`config.mk`:
```
export PLATFORM = sky130hd
export DESIGN_NAME = host_cmd_ctrl_flat
export DESIGN_NICKNAME = d
export VERILOG_FILES = /design/src/rtl/host_cmd_ctrl_if.sv /design/src/rtl/host_cmd_ctrl.sv /design/src/flat_wrapper.sv
export SDC_FILE = /design/constraint.sdc
export NUM_CORES = 1
export LEC_CHECK = 0
export CORE_ASPECT_RATIO = 1.25
export CORE_MARGIN = 2
export CORE_UTILIZATION = 50
export DETAILED_ROUTE_END_ITERATION = 6
export PLACE_DENSITY = 0.88
export SLEW_MARGIN = 15
export SYNTH_ARGS = -nofsm -noshare
export SYNTH_HDL_FRONTEND = slang
export SYNTH_SLANG_ARGS = --single-unit
```
`constraint.sdc`:
```
create_clock -name clk -period 3.77 [get_ports clk]
set_clock_uncertainty 0.15 [all_clocks]
set_input_delay 1.131 -clock clk [delete_from_list [all_inputs] [get_ports clk]]
set_output_delay 1.131 -clock clk [all_outputs]
set_load 0.05 [all_outputs]
```
`src/rtl/host_cmd_ctrl_if.sv`:
```
// Host command port bundle: UART rx/tx byte handshakes plus the core register bus.
// master = command controller, slave = UART pair and core side.
interface host_cmd_ctrl_if;
  logic        rx_valid;
  logic        rx_ready;
  logic [7:0]  rx_data;
  logic        tx_valid;
  logic        tx_ready;
  logic [7:0]  tx_data;
  logic        cs;
  logic        we;
  logic [7:0]  address;
  logic [31:0] write_data;
  logic [31:0] read_data;
  logic        error;

  modport master (
    input  rx_valid, rx_data, tx_ready, read_data, error,
    output rx_ready, tx_valid, tx_data, cs, we, address, write_data
  );

  modport slave (
    output rx_valid, rx_data, tx_ready, read_data, error,
    input  rx_ready, tx_valid, tx_data, cs, we, address, write_data
  );
endinterface

```
`src/rtl/host_cmd_ctrl.sv`:
```
// Serial host command parser: decodes framed read/write commands into single-cycle
// core register accesses and serialises a framed response back to the host.
module host_cmd_ctrl #(
  parameter logic [7:0] SOC       = 8'h55,
  parameter logic [7:0] EOC       = 8'haa,
  parameter logic [7:0] SOR       = 8'haa,
  parameter logic [7:0] EOR       = 8'h55,
  parameter logic [7:0] RD_CMD    = 8'h10,
  parameter logic [7:0] WR_CMD    = 8'h11,
  parameter logic [7:0] RD_OK     = 8'h7f,
  parameter logic [7:0] WR_OK     = 8'h7e,
  parameter logic [7:0] UNKNOWN   = 8'hfe,
  parameter logic [7:0] FRAME_ERR = 8'hfd,
  parameter logic [7:0] CORE_ERR  = 8'hfc
) (
  input  logic clk,
  input  logic reset_n,
  host_cmd_ctrl_if.master hif
);

  typedef enum logic [2:0] {IDLE, CMD, ADDR, DATA, EOC_CHK, EXEC, RESP} state_t;

  state_t      state_q;
  logic [7:0]  cmd_q;
  logic [7:0]  addr_q;
  logic [31:0] wdata_q;
  logic [2:0]  cnt_q;
  logic [7:0]  code_q;   // response code byte
  logic [7:0]  arg_q;    // third response byte: address or offending command
  logic [31:0] rdat_q;
  logic        long_q;   // 8-byte read-OK response
  logic        rx_ready_q;
  logic        tx_valid_q;
  logic [7:0]  tx_data_q;
  logic        cs_q;
  logic        we_q;

  logic        rx_fire;
  logic        tx_fire;
  logic [2:0]  nidx;
  logic [2:0]  last_idx;
  logic [7:0]  nxt_byte_d;

  assign rx_fire  = hif.rx_valid & rx_ready_q;
  assign tx_fire  = tx_valid_q & hif.tx_ready;
  assign nidx     = cnt_q + 3'd1;
  assign last_idx = long_q ? 3'd7 : 3'd3;

  // Byte that follows the one currently on tx_data.
  always_comb begin
    nxt_byte_d = EOR;
    case (nidx)
      3'd1: nxt_byte_d = code_q;
      3'd2: nxt_byte_d = arg_q;
      3'd3: nxt_byte_d = long_q ? rdat_q[31:24] : EOR;
      3'd4: nxt_byte_d = rdat_q[23:16];
      3'd5: nxt_byte_d = rdat_q[15:8];
      3'd6: nxt_byte_d = rdat_q[7:0];
      default: nxt_byte_d = EOR;
    endcase
  end

  always_ff @(posedge clk) begin
    if (!reset_n) begin
      state_q    <= IDLE;
      cmd_q      <= '0;
      addr_q     <= '0;
      wdata_q    <= '0;
      cnt_q      <= '0;
      code_q     <= '0;
      arg_q      <= '0;
      rdat_q     <= '0;
      long_q     <= 1'b0;
      rx_ready_q <= 1'b1;
      tx_valid_q <= 1'b0;
      tx_data_q  <= '0;
      cs_q       <= 1'b0;
      we_q       <= 1'b0;
    end else begin
      case (state_q)
        IDLE: if (rx_fire && hif.rx_data == SOC) state_q <= CMD;
        CMD: if (rx_fire) begin
          cmd_q   <= hif.rx_data;
          state_q <= ADDR;
        end
        ADDR: if (rx_fire) begin
          addr_q  <= hif.rx_data;
          cnt_q   <= '0;
          state_q <= (cmd_q == WR_CMD) ? DATA : EOC_CHK;
        end
        DATA: if (rx_fire) begin
          wdata_q <= {wdata_q[23:0], hif.rx_data};
          cnt_q   <= {1'b0, cnt_q[1:0] + 2'd1};
          if (cnt_q[1:0] == 2'd3) state_q <= EOC_CHK;
        end
        EOC_CHK: if (rx_fire) begin
          rx_ready_q <= 1'b0;
          cnt_q      <= '0;
          long_q     <= 1'b0;
          arg_q      <= cmd_q;
          if (hif.rx_data == EOC && (cmd_q == RD_CMD || cmd_q == WR_CMD)) begin
            state_q <= EXEC;
            cs_q    <= 1'b1;
            we_q    <= (cmd_q == WR_CMD);
          end else begin
            state_q    <= RESP;
            code_q     <= (hif.rx_data != EOC) ? FRAME_ERR : UNKNOWN;
            tx_valid_q <= 1'b1;
            tx_data_q  <= SOR;
          end
        end
        EXEC: begin
          // read_data/error are only valid while cs is high
          cs_q       <= 1'b0;
          we_q       <= 1'b0;
          state_q    <= RESP;
          tx_valid_q <= 1'b1;
          tx_data_q  <= SOR;
          arg_q      <= addr_q;
          rdat_q     <= hif.read_data;
          if (hif.error) begin
            code_q <= CORE_ERR;
          end else if (cmd_q == WR_CMD) begin
            code_q <= WR_OK;
          end else begin
            code_q <= RD_OK;
            long_q <= 1'b1;
          end
        end
        RESP: if (tx_fire) begin
          if (cnt_q == last_idx) begin
            state_q    <= IDLE;
            tx_valid_q <= 1'b0;
            rx_ready_q <= 1'b1;
            cnt_q      <= '0;
          end else begin
            cnt_q     <= nidx;
            tx_data_q <= nxt_byte_d;
          end
        end
        default: state_q <= IDLE;
      endcase
    end
  end

  assign hif.rx_ready   = rx_ready_q;
  assign hif.tx_valid   = tx_valid_q;
  assign hif.tx_data    = tx_data_q;
  assign hif.cs         = cs_q;
  assign hif.we         = we_q;
  assign hif.address    = addr_q;
  assign hif.write_data = wdata_q;

endmodule

```
`src/flat_wrapper.sv`:
```
// flat-port wrapper written by rule: the top's interface ports become plain ports
module host_cmd_ctrl_flat 
#(
  parameter logic [7:0] SOC       = 8'h55,
  parameter logic [7:0] EOC       = 8'haa,
  parameter logic [7:0] SOR       = 8'haa,
  parameter logic [7:0] EOR       = 8'h55,
  parameter logic [7:0] RD_CMD    = 8'h10,
  parameter logic [7:0] WR_CMD    = 8'h11,
  parameter logic [7:0] RD_OK     = 8'h7f,
  parameter logic [7:0] WR_OK     = 8'h7e,
  parameter logic [7:0] UNKNOWN   = 8'hfe,
  parameter logic [7:0] FRAME_ERR = 8'hfd,
  parameter logic [7:0] CORE_ERR  = 8'hfc
)
  (clk, reset_n, hif_rx_valid, hif_rx_data, hif_tx_ready, hif_read_data, hif_error, hif_rx_ready, hif_tx_valid, hif_tx_data, hif_cs, hif_we, hif_address, hif_write_data);
  host_cmd_ctrl_if hif_i ();
  input  logic clk;
  input  logic reset_n;
  input wire logic [$bits(hif_i.rx_valid)-1:0] hif_rx_valid;
  input wire logic [$bits(hif_i.rx_data)-1:0] hif_rx_data;
  input wire logic [$bits(hif_i.tx_ready)-1:0] hif_tx_ready;
  input wire logic [$bits(hif_i.read_data)-1:0] hif_read_data;
  input wire logic [$bits(hif_i.error)-1:0] hif_error;
  output wire logic [$bits(hif_i.rx_ready)-1:0] hif_rx_ready;
  output wire logic [$bits(hif_i.tx_valid)-1:0] hif_tx_valid;
  output wire logic [$bits(hif_i.tx_data)-1:0] hif_tx_data;
  output wire logic [$bits(hif_i.cs)-1:0] hif_cs;
  output wire logic [$bits(hif_i.we)-1:0] hif_we;
  output wire logic [$bits(hif_i.address)-1:0] hif_address;
  output wire logic [$bits(hif_i.write_data)-1:0] hif_write_data;
  assign hif_i.rx_valid = hif_rx_valid;
  assign hif_i.rx_data = hif_rx_data;
  assign hif_i.tx_ready = hif_tx_ready;
  assign hif_i.read_data = hif_read_data;
  assign hif_i.error = hif_error;
  assign hif_rx_ready = hif_i.rx_ready;
  assign hif_tx_valid = hif_i.tx_valid;
  assign hif_tx_data = hif_i.tx_data;
  assign hif_cs = hif_i.cs;
  assign hif_we = hif_i.we;
  assign hif_address = hif_i.address;
  assign hif_write_data = hif_i.write_data;
  host_cmd_ctrl #(.SOC(SOC), .EOC(EOC), .SOR(SOR), .EOR(EOR), .RD_CMD(RD_CMD), .WR_CMD(WR_CMD), .RD_OK(RD_OK), .WR_OK(WR_OK), .UNKNOWN(UNKNOWN), .FRAME_ERR(FRAME_ERR), .CORE_ERR(CORE_ERR)) u_core (.clk(clk), .reset_n(reset_n), .hif(hif_i));
endmodule
```
==> results of run 1 <==
cell type report:
class | instances | area [sq um] | share of cell area
Tap cell | 123 | 154 | 0.0255
Timing Repair Buffer | 102 | 1020 | 0.169
Sequential cell | 111 | 2220 | 0.369
Clock inverter | 6 | 56.3 | 0.00934
Multi-Input combinational cell | 425 | 2310 | 0.384
Clock buffer | 10 | 239 | 0.0397
Inverter | 6 | 22.5 | 0.00374
routing by layer:
metal | GRT usage | vias to the layer above | share of wire
met4 | 0.0879 | 0 | 0.022
met1 | 0.287 | 2114 | 0.41
li1 | - | 2170 | -
met5 | 0 | - | 0
met2 | 0.444 | 137 | 0.52
met3 | 0.0406 | 23 | 0.048
critical path: cells and delay by family:
family,cells,cell delay [ns]
and+or+nand+nor,4,1.36
AOI/OAI and AO/OA,1,0.26
buffers and inverters,1,0.54
cells in the mapped netlist, types with 4 or more instances:
cell type  number
a211oi_1        4
a21o_1          4
a21oi_1        88
a222oi_1        7
a22o_1          4
a311oi_1        8
and2_1          4
clkbuf_1       42
dfxtp_1       111
ha_1            5
inv_1           5
mux2i_1        18
nand2_1       165
nand2b_1        4
nor2_1         45
o21ai_0         6
o221a_1         4
o32ai_1         4
state kept, by name, summed over array words and instances (netlist names):
name                   flops
u_core.hif.address         8
u_core.rdat_q             32
u_core.state_q             3
u_core.hif.tx_valid        1
u_core.hif.tx_data         8
u_core.code_q              4
u_core.long_q              1
u_core.cnt_q               3
u_core.arg_q               8
u_core.hif.write_data     32
u_core.hif.rx_ready        1
u_core.cmd_q               8
u_core.hif.we              1
u_core.hif.cs              1
path summary, 6_finish.rpt:
kind,to,slack (ns),cells after the start,start
worst max-delay path,u_core.hif.tx_data[5],0.57,6,hif_rx_data[5]
worst min-delay path,u_core.hif.write_data[31],0.31,2,u_core.hif.write_data[31]
worst max register to register,u_core.hif.tx_data[4],1.09,6,u_core.cnt_q[1]
worst min register to register,u_core.hif.write_data[31],0.31,2,u_core.hif.write_data[31]
logic make-up after synthesis:
kind of cell,count (synthesis),synth area share
XOR/XNOR,3,0.00556
AND/OR/NAND/NOR,250,0.229
multiplexers,19,0.0405
AO/OA/AOI/OAI,148,0.201
adder cells (fa/ha/maj),5,0.0132
flip-flops,111,0.470
buffers and inverters,50,0.0402
power by group through the flow:
stage | combinational, mW | clock [mW] | sequential (mW)
3_3_place_gp | 0.0830 | 0 | 1.20
6_report | 0.0849 | 0.939 | 1.17
2_1_floorplan | 0.0251 | 0 | 1.20
4_1_cts | 0.0845 | 0.943 | 1.17
5_1_grt | 0.0898 | 0.995 | 1.17
3_5_place_dp | 0.0838 | 0 | 1.20
placed cells by master (no fill, tap or decap), types with 3 or more instances in the layout:
| master | netlist | layout |
|---|---|---|
| inv_1 | 5 | 5 |
| a222oi_1 | 7 | 7 |
| a211oi_1 | 4 | 4 |
| buf_4 | 0 | 5 |
| clkdlybuf4s50_1 | 0 | 96 |
| a21oi_1 | 88 | 88 |
| o21ai_0 | 6 | 6 |
| nor2_1 | 45 | 45 |
| a21o_1 | 4 | 4 |
| o32ai_1 | 4 | 4 |
| mux2i_1 | 18 | 18 |
| a311oi_1 | 8 | 8 |
| a221oi_1 | 3 | 3 |
| a32o_1 | 3 | 3 |
| nor3_1 | 3 | 3 |
| nor2b_1 | 3 | 3 |
| dfxtp_1 | 111 | 111 |
| or3_1 | 3 | 3 |
| a22oi_1 | 3 | 3 |
| nand3_1 | 3 | 3 |
| and2_1 | 4 | 4 |
| ha_1 | 5 | 5 |
| nand2b_1 | 4 | 4 |
| clkbuf_16 | 0 | 9 |
| o221a_1 | 4 | 4 |
| nand2_1 | 165 | 165 |
| and3_1 | 3 | 3 |
| a22o_1 | 4 | 4 |
through the flow:
stage          power, mW  area (sq um)  hold slack (ns)  utilization
5_1_grt             2.26          6030            0.324        0.657
3_5_place_dp        1.28          5730            0.295        0.625
6_report            2.20          6030            0.307        0.657
3_3_place_gp        1.28          5730            0.291        0.625
4_1_cts             2.20          6030            0.306        0.657
2_1_floorplan       1.22          4730            0.281            -
==> run_results.csv, run 1 <==
group,metric,value,unit
clocking,numCtsBuffers,9,
worst_setup_path,startpoint_type,"input port",
floorplan,coreArea,0.00917,sq mm
floorplan,die_area,0.0103,sq mm
worst_setup_path,crit_slowest_cell,"or4bb_1",
worst_setup_path,critPathCaptureType,"flop",
clocking,clock-sinks,111,
final_layout,finalNonFillerCells,783,
global_routing,antenna_found_initial,0,
route,drt_iter0_drc,322,
global_routing,grt_pass1_wl,20500,microns
floorplan,floorplan.initialDensity,0.515,
synth,yosysUniqueCellTypes,52,
route,first_pass_iters,5,
floorplan,fp.dieW,91.0,microns
clocking,cts_max_level,3,
power,power_switching,494,uW
synth,syn_nets,636,
floorplan,rows,39,
placement,placed_cells,767,
synth,synth_top_area_cell,"dfxtp_1",
worst_setup_path,path_cells,"clkdlybuf4s50_1 -> or4bb_1 -> or4_4 -> nor2_4 -> nor3_2 -> o221a_1",
power,p_per_area,364,mW/mm^2
clocking,clk_pin_slew,0.08,ns
power,power.leakage,1.95,nW
clocking,clk_latency,0.35,ns
power,seq_power_share,0.534,
placement,portBuffers,96,
power,clockPowerShare,0.428,
timing,fin_crit_sh,0.850,
power,vdd_drop_max,303,uV
synth,syn_inst,586,
placement,dpl.hpwl,8920,microns
clocking,cts_tree,"yes",
placement,gp_congestion,0.858,
synth,synth-edff-count,0,
timing,drv_slew,0,
clocking,cts_resized,0,
route,antenna_left,0,
route,drt-total-wl,12500,microns
synth,synthTopCellsByArea,"dfxtp_1, nand2_1, a21oi_1",
route,num_vias,4444,
clocking,clock_path_buffers,2,
power,p_int,1.70,mW
timing,setup_slack,0.566,ns
timing,layout_min_cycle_time,3.20,ns
run_status,status,"complete, no violations",
worst_setup_path,crit_type,"in -> reg",
power,combPwrFrac,0.039,
timing,setup_viol,0,
final_layout,n_antenna_cell,0,
final_layout,synthToLayoutAreaGrowth,27.5,%
placement,dp_slack,0.229,ns
hold_path,hp-class,"reg -> reg",
flow_run,cap_violations,0,
route,wl_per_cell,15.9,microns
worst_setup_path,critPathArrivalTime,3.29,ns
worst_setup_path,worstPathMaxFanout,8,
floorplan,die_h,113,microns
synth,synth_top_area_frac,0.470,
clocking,ctsHoldBuffers,0,
timing,fmax,312,MHz
global_routing,grt_pass1_vias,4358,
synth,synthArstFlopShare,0,
clocking,cts_root_buf,"clkbuf_16",
synth,yosysWarnings,0,
synth,synth_seq_cells,111,
final_layout,fillerInstances,801,
synth,seq_area_frac_synth,0.470,
final_layout,drive_gt1_frac,0.0470,
synth,synthFlopType,"dfxtp_1",
floorplan,ios,97,
power,swShare,0.225,
global_routing,gr-total-overflow,0,
timing,rsz0062_at_grt,"no",
synth,syn_avg_cell_area,8.07,sq um
timing,worst_slew_pin_slew,0.996,ns
timing,setup_tns,0,ns
route,vias_per_cell,5.68,
timing,hold_viol,0,
timing,maxSlewHeadroom,0.334,
final_layout,num-nets-final,705,
route,drc,0,
clocking,post_cts_buffers,0,
worst_setup_path,cp.required,3.86,ns
global_routing,grt_max_degree,106,
worst_setup_path,slowest_delay,0.57,ns
global_routing,grt_use_total,0.243,
synth,synthesis.area,0.00473,sq mm
(Power assumes the default switching activity.)
==> run 2, diff against run 1 <==
--- a/config.mk
+++ b/config.mk
@@ -7,9 +7,9 @@
 export LEC_CHECK = 0
 export CORE_ASPECT_RATIO = 1.25
 export CORE_MARGIN = 2
-export CORE_UTILIZATION = 50
+export CORE_UTILIZATION = 46
 export DETAILED_ROUTE_END_ITERATION = 6
-export PLACE_DENSITY = 0.88
+export PLACE_DENSITY = 0.86
 export SLEW_MARGIN = 15
 export SYNTH_ARGS = -nofsm -noshare
 export SYNTH_HDL_FRONTEND = slang
==> constraint.sdc (replaced) <==
create_clock -name clk -period 2.9 [get_ports clk]
set_clock_uncertainty 0.15 [all_clocks]
set_input_delay 0.87 -clock clk [delete_from_list [all_inputs] [get_ports clk]]
set_output_delay 0.87 -clock clk [all_outputs]
set_load 0.05 [all_outputs]
==> run 2 against run 1 <==
Against the previous run:
- first-iteration DRC count is 16% higher
- via count is 2.5% higher
- non-clock buffer count up 18
- wire length grew 3.1%
- utilization is 4.3 points lower
- flip-flop and latch count is the same
- worst hold slack worse by 0.0062 ns
- critical path depth unchanged
- combinational power increased by 47%
- largest power group unchanged
- global-route usage down 1.3 points
- die area increased by 8.3%
- register-to-register slack got worse by 0.50 ns
==> run_results.csv, run 2 (synthesis gave the netlist of run 1 again) <==
group,metric,value,unit
floorplan,rows,41,
power,power.leakage,2.04,nW
timing,setup_viol,0,
global_routing,grt_max_degree,56,
global_routing,antenna_found_initial,0,
power,finalPower,2.82,mW
clocking,cts_root_buf,"clkbuf_16",
clocking,cts_tree,"yes",
worst_setup_path,cp.required,2.96,ns
timing,rsz0062_at_grt,"no",
placement,portBuffers,96,
run_status,status,"complete, no violations",
route,vias_per_cell,5.64,
route,antenna_left,0,
floorplan,ios,97,
placement,dpl.hpwl,9190,microns
floorplan,coreArea,0.0101,sq mm
clocking,cts_max_level,3,
final_layout,num-nets-final,723,
final_layout,n_antenna_cell,0,
timing,fmax,355,MHz
placement,placed_area,0.00589,sq mm
floorplan,die_h,117,microns
worst_setup_path,worstPathMaxFanout,4,
power,p_per_area,457,mW/mm^2
clocking,cts_resized,0,
clocking,ctsHoldBuffers,0,
clocking,post_cts_buffers,0,
final_layout,drive_gt1_frac,0.0723,
global_routing,grt_pass1_wl,20600,microns
clocking,clock-sinks,111,
timing,hold_viol,0,
worst_setup_path,crit_type,"in -> reg",
floorplan,die_area,0.0111,sq mm
final_layout,synthToLayoutAreaGrowth,30.6,%
global_routing,grt_use_total,0.231,
power,power_switching,626,uW
power,swShare,0.222,
route,first_pass_iters,6,
worst_setup_path,critPathArrivalTime,2.88,ns
global_routing,grt_pass1_vias,4388,
timing,worst_slew_pin_slew,0.587,ns
power,vdd_drop_max,337,uV
timing,maxSlewHeadroom,0.607,
route,wl_per_cell,15.9,microns
floorplan,floorplan.initialDensity,0.470,
timing,fin_crit_sh,0.972,
timing,drv_slew,0,
route,drt_iter0_drc,374,
clocking,clk_pin_slew,0.07,ns
worst_setup_path,critPathCaptureType,"flop",
floorplan,fp.dieW,94.7,microns
placement,gp_congestion,0.943,
hold_path,hp-class,"reg -> reg",
timing,setup_slack,0.0805,ns
route,num_vias,4553,
final_layout,layout_common_cells,"nand2_1, dfxtp_1, clkdlybuf4s50_1",
final_layout,utilization,0.614,
flow_run,cap_violations,0,
power,clockPowerShare,0.415,
timing,layout_min_cycle_time,2.82,ns
clocking,clk_latency,0.35,ns
global_routing,gr-total-overflow,0,
clocking,numCtsBuffers,9,
route,drc,0,
worst_setup_path,startpoint_type,"input port",
final_layout,fin_area,0.00617,sq mm
power,p_int,2.19,mW
route,drt-total-wl,12900,microns
clocking,clock_path_buffers,2,
power,seq_power_share,0.540,
power,combPwrFrac,0.044,
final_layout,final_common_cell,"nand2_1",
placement,dp_slack,-0.273,ns
==> run 2: changes by cell type in the layout (fill, tap and decap cells not counted), sizes merged <==
cell | before | now
inv | 10 | 8
clkinvlp | 1 | 0
buf | 6 | 24
clkinv | 1 | 4
==> run 2: metrics by stage <==
step	setup TNS (ns)	hold slack, ns	cells
after floorplan	0	0.281	586
after global placement	-2.63	0.290	791
after detailed placement	-3.38	0.293	791
after CTS	0	0.302	807
after global routing	0	0.330	807
final	0	0.300	807
==> run 2: final timing paths <==
check	from	end	slack, ns	cells past startpoint
max	hif_rx_data[5]	u_core.state_q[1]	0.08	6
min	u_core.rdat_q[24]	u_core.rdat_q[24]	0.30	2
max reg2reg	u_core.cnt_q[1]	u_core.hif.tx_data[6]	0.59	7
min reg2reg	u_core.rdat_q[24]	u_core.rdat_q[24]	0.30	2
==> run 2: area by class of cell <==
class	instances	area (sq um)
clock buffer	10	229
timing repair buffer	120	1170
tap	129	161
sequential	111	2220
clock inverter	6	53.8
multi-input combinational	425	2320
fill	902	3880
inverter	6	22.5
==> run 2: critical path: stages <==
cell and delay (ns):
clkdlybuf4s50_1 0.47, or4bb_4 0.55, or4_4 0.54, a32o_1 0.23, a21oi_1 0.11, a311oi_1 0.10
==> run 2: power groups by stage <==
stage | sequential [mW] | combinational (mW) | clock [mW]
2_1_floorplan | 1.56 | 0.0326 | 0
3_3_place_gp | 1.56 | 0.121 | 0
3_5_place_dp | 1.56 | 0.123 | 0
4_1_cts | 1.52 | 0.124 | 1.19
5_1_grt | 1.52 | 0.132 | 1.25
6_report | 1.52 | 0.125 | 1.17
==> run 2: per-layer routing <==
| layer | wire [microns] | track usage |
|---|---|---|
| met4 | 314 | 0.0897 |
| met2 | 6630 | 0.396 |
| met1 | 5220 | 0.277 |
| met3 | 700 | 0.0482 |
| met5 | 0 | 0 |
==> run 3, diff against run 2 <==
--- a/config.mk
+++ b/config.mk
@@ -6,7 +6,6 @@
 export NUM_CORES = 1
 export LEC_CHECK = 0
 export CORE_ASPECT_RATIO = 1.25
-export CORE_MARGIN = 2
 export CORE_UTILIZATION = 46
 export DETAILED_ROUTE_END_ITERATION = 6
 export PLACE_DENSITY = 0.86
==> run 3 against run 2 <==
Against the previous run:
- clock-buffer cell count stayed put
- sequential share of layout area down 0.19 points
- wire length down 1.8%
- critical endpoint is now u_core.hif.tx_data[3]
- flip-flop and latch count is the same
- maximum frequency down 0.88%
- utilization is 0.32 points higher
- die area decreased by 3.8%
- power increased by 0.45%
- worst hold slack improved by 0.0025 ns
- non-clock buffer count unchanged
- setup slack worse by 0.025 ns
==> run_results.csv, run 3 (synthesis gave the netlist of run 1 again) <==
group,metric,value,unit
timing,layout_min_cycle_time,2.84,ns
timing,setup_tns,0,ns
worst_setup_path,startpoint_type,"input port",
global_routing,grt_use_total,0.234,
floorplan,ios,97,
worst_setup_path,path_cells,"clkdlybuf4s50_1 -> or4bb_4 -> or4_4 -> nor2_4 -> nor3_2 -> o221a_1",
route,wl_per_cell,15.6,microns
worst_setup_path,startpoint,"hif_rx_data[5]",
global_routing,grt_max_degree,106,
global_routing,grt_pass1_vias,4253,
floorplan,rows,41,
worst_setup_path,worst-path-buf-inv,1,
clocking,cts_root_buf,"clkbuf_16",
timing,maxSlewHeadroom,0.594,
hold_path,hp-start,"u_core.rdat_q[30]",
timing,drv_slew,0,
worst_setup_path,crit_cells,6,
final_layout,num-nets-final,723,
final_layout,fin_area,0.00621,sq mm
hold_path,hp-class,"reg -> reg",
floorplan,floorplan.initialDensity,0.470,
route,drc,0,
power,vdd_drop_max,335,uV
global_routing,grt_pass1_wl,20000,microns
route,drt-total-wl,12600,microns
run_status,status,"complete, no violations",
floorplan,coreArea,0.0101,sq mm
route,drt_iter0_drc,253,
floorplan,die_area,0.0107,sq mm
timing,rsz0062_at_grt,"no",
timing,whs,0.303,ns
worst_setup_path,slowest_delay,0.55,ns
clocking,numCtsBuffers,9,
placement,dpl.hpwl,8810,microns
placement,portBuffers,96,
worst_setup_path,r2r_cells,7,
timing,hold_viol,0,
power,finalPower,2.83,mW
final_layout,synthToLayoutAreaGrowth,31.3,%
route,vias_per_cell,5.62,
placement,dp_slack,-0.319,ns
global_routing,antenna_found_initial,0,
final_layout,n_antenna_cell,0,
hold_path,hold_depth,2,
power,power.leakage,2.04,nW
worst_setup_path,crit_type,"in -> reg",
timing,fmax,352,MHz
clocking,cts_max_level,3,
final_layout,final_common_cell,"nand2_1",
flow_run,cap_violations,0,
timing,worst_slew_pin_slew,0.608,ns
final_layout,layout_common_cells,"nand2_1, dfxtp_1, clkdlybuf4s50_1",
worst_setup_path,critical-path-top-delay-family,"simple AND/OR/NAND/NOR gates",
floorplan,die_h,115,microns
clocking,clock-sinks,111,
power,p_per_area,456,mW/mm^2
floorplan,fp.dieW,92.7,microns
worst_setup_path,critPathArrivalTime,2.92,ns
final_layout,fillerInstances,867,
clocking,cts_tree,"yes",
clocking,clk_latency,0.34,ns
worst_setup_path,critPathCaptureType,"flop",
route,num_vias,4537,
route,first_pass_iters,7,
clocking,clk_pin_slew,0.07,ns
clocking,clock_path_buffers,2,
timing,setup_slack,0.0554,ns
worst_setup_path,crit_slowest_cell,"or4bb_4",
route,antenna_left,0,
placement,gp_congestion,0.866,
final_layout,drive_gt1_frac,0.0796,
worst_setup_path,cp.required,2.98,ns
worst_setup_path,worstPathMaxFanout,5,
timing,setup_viol,0,
worst_setup_path,timing.rr.start,"u_core.cnt_q[1]",
global_routing,gr-total-overflow,0,
timing,fin_crit_sh,0.981,
placement,placed_area,0.00588,sq mm
run 3: cell count changes in the layout (fill, tap and decap cells not counted):
cell        previous run  this run
inv_6                  0         4
o32ai_2                0         2
o32ai_1                4         2
inv_8                  2         0
clkbuf_8               0         1
clkinvlp_4             0         1
clkinv_4               3         1
a21oi_2                0         1
clkbuf_1               1         0
clkinv_2               1         0
nor4_1                 1         0
a21oi_1               88        87
nor4_2                 0         1
run 3: worst paths after layout:
| check | end | slack [ns] |
|---|---|---|
| worst max-delay path | u_core.hif.tx_data[3] | 0.06 |
| worst min register to register | u_core.rdat_q[30] | 0.30 |
| worst max register to register | u_core.hif.tx_data[7] | 0.56 |
| worst min-delay path | u_core.rdat_q[30] | 0.30 |
run 3: layout make-up:
type / instances / area, sq um / share of cell area
Multi-Input combinational cell: 425 / 2340 / 0.378
Clock inverter: 6 / 51.3 / 0.00827
Sequential cell: 111 / 2220 / 0.358
Clock buffer: 10 / 239 / 0.0385
Inverter: 6 / 22.5 / 0.00363
Timing Repair Buffer: 120 / 1170 / 0.188
Tap cell: 129 / 161 / 0.0260
run 3: power breakdown:
part	internal, mW	switching [mW]	leakage [nW]
logic	0.0718	0.0518	1.01
registers	1.52	0.000683	0.894
clock network	0.621	0.565	0.140
total	2.22	0.617	2.04
run 3: timing repair:
item	4_1_cts	5_1_grt
setup buffers	0	1
setup endpoints to repair	0	7
hold buffers	0	0
gates resized for setup	0	5
run 3: stage by stage:
| step | util | cells |
|---|---|---|
| finish | 0.617 | 807 |
| global route | 0.617 | 807 |
| CTS | 0.614 | 806 |
| detailed placement | 0.585 | 790 |
| global placement | 0.585 | 790 |
| floorplan | - | 586 |
run 3: worst min-delay path, delay by kind of cell (launching register included):
kind | cells | cell delay, ns
AO/OA/AOI/OAI | 1 | 0.05
flip-flops | 1 | 0.31
AND/OR/NAND/NOR | 1 | 0.05
run 3: routing by layer:
layer  vias to the layer above  wire (microns)  track usage  part of all wire
li1                       2204               -            -                 -
met1                      2126            5040        0.282              0.40
met2                       177            6510        0.405              0.52
met3                        30             728       0.0364             0.058
met4                         0             353        0.121             0.028
met5                         -               0            0                 0
